`src/rtl/hralm_prod_accumulator.sv`:
```
// Streaming signed accumulator for approximate-multiplier products: sums a vector of
// 32-bit products with saturation and hands the result out on a valid/ready port.
module hralm_prod_accumulator #(
    parameter int ACC_W = 40,
    parameter int CNT_W = 16
) (
    input  logic             clk,
    input  logic             rst_n,
    input  logic             p_valid,
    output logic             p_ready,
    input  logic [31:0]      p_data,
    input  logic             p_last,
    output logic             out_valid,
    input  logic             out_ready,
    output logic [ACC_W-1:0] out_sum,
    output logic [CNT_W-1:0] out_count,
    output logic             out_ovf
);

    typedef enum logic {ACC = 1'b0, HOLD = 1'b1} state_t;

    localparam logic [ACC_W-1:0] SAT_MAX = {1'b0, {(ACC_W-1){1'b1}}};
    localparam logic [ACC_W-1:0] SAT_MIN = {1'b1, {(ACC_W-1){1'b0}}};

    state_t           state, state_nxt;
    logic [ACC_W-1:0] acc;
    logic [CNT_W-1:0] cnt;
    logic             ovf_sticky;

    logic             accept;
    logic [ACC_W:0]   sum_ext;
    logic [ACC_W-1:0] acc_upd;
    logic [CNT_W-1:0] cnt_upd;
    logic             ovf_upd;

    assign accept = p_valid & p_ready;

    // One guard bit is enough: disagreement between the top two bits means the
    // true sum left the ACC_W-bit signed range, and the guard bit gives its sign.
    always_comb begin
        sum_ext = {acc[ACC_W-1], acc} + {{(ACC_W+1-32){p_data[31]}}, p_data};
        acc_upd = sum_ext[ACC_W-1:0];
        ovf_upd = ovf_sticky;
        if (sum_ext[ACC_W] != sum_ext[ACC_W-1]) begin
            acc_upd = sum_ext[ACC_W] ? SAT_MIN : SAT_MAX;
            ovf_upd = 1'b1;
        end
        cnt_upd = (&cnt) ? cnt : cnt + CNT_W'(1);
    end

    always_ff @(posedge clk) begin
        if (!rst_n) begin
            state <= ACC;
        end else begin
            state <= state_nxt;
        end
    end

    // A last beat always (re)enters HOLD, even while draining a prior result.
    always_comb begin
        state_nxt = state;
        if (accept && p_last) begin
            state_nxt = HOLD;
        end else if (state == HOLD && out_ready) begin
            state_nxt = ACC;
        end
    end

    always_comb begin
        out_valid = (state == HOLD);
        p_ready   = (state == ACC) | out_ready;
    end

    always_ff @(posedge clk) begin
        if (!rst_n) begin
            acc        <= '0;
            cnt        <= '0;
            ovf_sticky <= 1'b0;
            out_sum    <= '0;
            out_count  <= '0;
            out_ovf    <= 1'b0;
        end else if (accept) begin
            if (p_last) begin
                out_sum    <= acc_upd;
                out_count  <= cnt_upd;
                out_ovf    <= ovf_upd;
                acc        <= '0;
                cnt        <= '0;
                ovf_sticky <= 1'b0;
            end else begin
                acc        <= acc_upd;
                cnt        <= cnt_upd;
                ovf_sticky <= ovf_upd;
            end
        end
    end

endmodule

```
`config.mk`:
```
export PLATFORM = sky130hd
export DESIGN_NAME = hralm_prod_accumulator
export DESIGN_NICKNAME = d
export VERILOG_FILES = /design/src/rtl/hralm_prod_accumulator.sv
export SDC_FILE = /design/constraint.sdc
export NUM_CORES = 1
export LEC_CHECK = 0
export BUFFER_PORTS_ARGS = -buffer_cell sky130_fd_sc_hd__buf_4
export CORE_ASPECT_RATIO = 1.5
export CORE_MARGIN = 4
export CORE_UTILIZATION = 36
export CTS_BUF_LIST = sky130_fd_sc_hd__clkbuf_8
export DETAILED_ROUTE_END_ITERATION = 16
export GPL_ROUTABILITY_DRIVEN = 0
export PLACE_DENSITY = 0.59
export RECOVER_POWER = 100
export SETUP_SLACK_MARGIN = 0.3
export SLEW_MARGIN = 40
export SYNTH_ARGS = -nofsm -noshare
export SYNTH_HDL_FRONTEND = slang
export SYNTH_SLANG_ARGS = --single-unit
```
`constraint.sdc`:
```
create_clock -name clk -period 3 [get_ports clk]
set_input_delay 0.6 -clock clk [delete_from_list [all_inputs] [get_ports clk]]
set_output_delay 0.6 -clock clk [all_outputs]
set_load 0.005 [all_outputs]
```
==> out/results.txt <==
Die X -> 120.0 µm
Worst path top cell family by delay -> simple AND/OR/NAND/NOR gates
Post-Syn Instances -> 873
H-tree depth -> 4
Post-synth EDFFs -> 0
Synth top area share -> 0.3402
Power per standard cell area -> 497.8 mW/mm²
GR peak layer -> met2
End of the worst hold path -> out_sum[19]$_SDFFE_PN0P_
Clk root buf -> clkbuf_8
Max-cap viol count -> 0
Area of the mapped netlist -> 0.006768 mm²
ANT cells -> 0
Mapped Nets -> 952
DP HPWL -> 16.22 mm
Distinct cell type count after synthesis -> 67
Main flop type after synthesis -> dfxtp_1
Post-synthesis sequential area ratio -> 0.3402
Worst hold path type -> reg -> reg
Worst skew pair latency -> 440 ps
Fin crit period -> 2833 ps
Leading cell type in the layout, fill and taps excluded -> buf_4
IO Pins -> 96
RSZ-0062 raised after global routing -> yes
Reg-to-reg startpoint -> acc[27]$_SDFFE_PN0P_
Die area -> 0.02110 mm²
Syn Area/Cell -> 7.752 µm²
Routed wire length -> 21.83 mm
Critical Path Sink Type -> flop
Yosys reg bits -> 115
Area leader, netlist -> dfxtp_1
Global Route Usage Sum -> 0.2050
IO Port Bufs -> 95
M2 GR Usage -> 0.3873
Setup-failing EPs final -> 0
CTS Hold Bufs -> 0
Asr flop ratio synth -> 0
Most frequent cells in the layout -> buf_4 (155), nand2_1 (136), dfxtp_1 (106), o21ai_0 (79), a21oi_1 (56)
Num CTS Buffers -> 17
Core Area -> 0.01855 mm²
Biggest cell delay along the critical path -> 590 ps
Yosys warns -> 0
Max-slew headroom -> 0.1542
Clk_skew -> 13.27 ps
First-pass GRT wire length -> 34.73 mm
Overall Power -> 4.932 mW
Initial DRC Count -> 289
Share of cells above drive strength 1 -> 0.3445
Drt drc -> 0
M3 GR Usage -> 0.04478
Hold Violations, Final -> 0
ANT nets after route -> 0
Initial core utilization -> 0.3649
CTS Sinks -> 115
CP startpoint kind -> flop
Cells on worst reg2reg path -> 11
Slowest-stage cell, CP -> or4b_4
WP buf/inv -> 2
HP Start -> out_sum[19]$_SDFFE_PN0P_
Critical path peak fanout -> 6
CTS clk-pin slew, worst paths -> 70 ps
FP Rows -> 61
Critical Path RT -> 3370 ps
Largest net degree at the start of global routing -> 31
Final Max Slew Viols -> 0
Hold WS -> 443.1 ps
Reg2reg end -> out_sum[11]$_SDFFE_PN0P_
Global route total overflow -> 0
WL per Instance -> 16.11 µm
Ranking of synthesized cells by area -> dfxtp_1 (34%), nand2_1 (7.7%), ha_1 (7.6%)
Via density -> 5.210
Via count -> 7060
M1 GR Usage -> 0.2176
CTS tree -> built
Vias in the first global route -> 7095
Critical Path AT -> 3200 ps
Tcrit/Tclk final -> 0.9442
CP Cell Sequence -> ha_1, nand4_1, or4b_4, a211oi_4, nor3_4, clkbuf_1, xnor2_4, and2_4, clkbuf_16, nor2_4, o21ai_0
Status -> finished clean
Hold Path Stages -> 2
Synth-to-Final Area Change -> 46.39%
Pin slew with the least headroom to its limit -> 1266 ps
Antenna violations before repair -> 0
Max Buffers Root-to-Sink -> 2
Maximum achievable frequency -> 0.3530 GHz
Pleak -> 4.140 nW
R2r setup slk -> 170 ps
CP Class -> reg -> reg
DRT Pass-1 Iters -> 5
Nets -> 1171
Die Y -> 175.9 µm
VDD IR max -> 0.3015 mV
==> tightest hold or removal path, delay by kind of cell (launching register included) <==
| family | cells | cell delay [ps] |
|---|---|---|
| DFF | 1 | 310 |
| AOI/OAI and AO/OA | 1 | 50 |
| and+or+nand+nor | 1 | 50 |
==> cell usage after synthesis (all sizes together), types with 3 or more instances <==
cell type	n
a211o	5
a211oi	4
a21boi	5
a21o	10
a21oi	74
a221o	5
a22o	4
a22oi	5
a31oi	4
and2	22
and3	12
and4	5
buf	14
clkbuf	29
dfxtp	115
ha	41
inv	16
mux2i	6
nand2	139
nand2b	9
nand3	18
nand4	13
nor2	63
nor2b	12
nor3	9
nor3b	5
o211ai	6
o21a	7
o21ai	131
o21bai	4
o31ai	3
or3	4
xnor2	26
xor2	16
==> metal layers <==
layer / wire [µm] / share of wire
met5: 0 / 0
met4: 610 / 0.028
met3: 949 / 0.043
met2: 11760 / 0.54
met1: 8517 / 0.39
==> flip-flops by register name (all words and copies together), names as in the netlist <==
signal and count:
acc 40, out_ovf 1, out_sum 40, cnt 16, out_valid 1, ovf_sticky 1
out_count 16
==> logic make-up (layout without fill, tap and decap cells) <==
family | count (synthesis) | count (layout) | synth area share
AOI/OAI and AO/OA | 286 | 286 | 0.2487
xor gates and xnor gates | 42 | 42 | 0.05435
adders and majority gates | 42 | 42 | 0.07876
buffers and inverters | 59 | 289 | 0.03919
DFF | 115 | 115 | 0.3402
muxes | 8 | 8 | 0.01405
and+or+nand+nor | 321 | 321 | 0.2248
==> area by class of cell <==
type,instances,area [µm²]
sequential,115,2313
timing repair buffer,243,1921
clock inverter,11,161.4
multi-input combinational,699,4875
fill,1763,8640
clock buffer,19,261.5
inverter,16,60.06
tap,252,315.3
==> power by group <==
group / internal [mW] / switching, mW / total [mW]
Sequential: 1.64 / 0.0692 / 1.71
Clock: 0.933 / 0.641 / 1.57
Combinational: 0.801 / 0.847 / 1.65
==> through the flow <==
stage | instance area (µm²) | utilization | TNS (ps) | instances | setup slack [ps]
detailed placement | 8871 | 0.4783 | -20150 | 1308 | -316.8
global route | 9907 | 0.5342 | 0 | 1355 | 54.28
finish | 9907 | 0.5342 | 0 | 1355 | 167.4
global placement | 8871 | 0.4783 | -18100 | 1308 | -286.3
floorplan | 7038 | - | 0 | 873 | 1.814
CTS | 9520 | 0.5133 | 0 | 1344 | 296.1
==> worst max path at each step <==
stage                         start                        to  slack [ps]  cells past startpoint
6_report       acc[27]$_SDFFE_PN0P_  out_sum[11]$_SDFFE_PN0P_         170                     11
5_1_grt        acc[34]$_SDFFE_PN0P_   out_sum[4]$_SDFFE_PN0P_          50                     12
4_1_cts        acc[26]$_SDFFE_PN0P_      acc[23]$_SDFFE_PN0P_         300                     12
3_5_place_dp             p_data[31]  out_sum[33]$_SDFFE_PN0P_        -320                     12
3_3_place_gp              p_data[1]  out_sum[31]$_SDFFE_PN0P_        -290                     13
2_1_floorplan            p_data[31]      acc[11]$_SDFFE_PN0P_           2                     13
==> what timing repair did <==
action | CTS | global route
cloned | 1 | 3
pin swaps | 18 | 28
gates resized for setup | 44 | 73
buffers inserted | 5 | 8
endpoints found under the setup margin | 80 | 80
No activity file was read; power rests on OpenSTA's default activity.
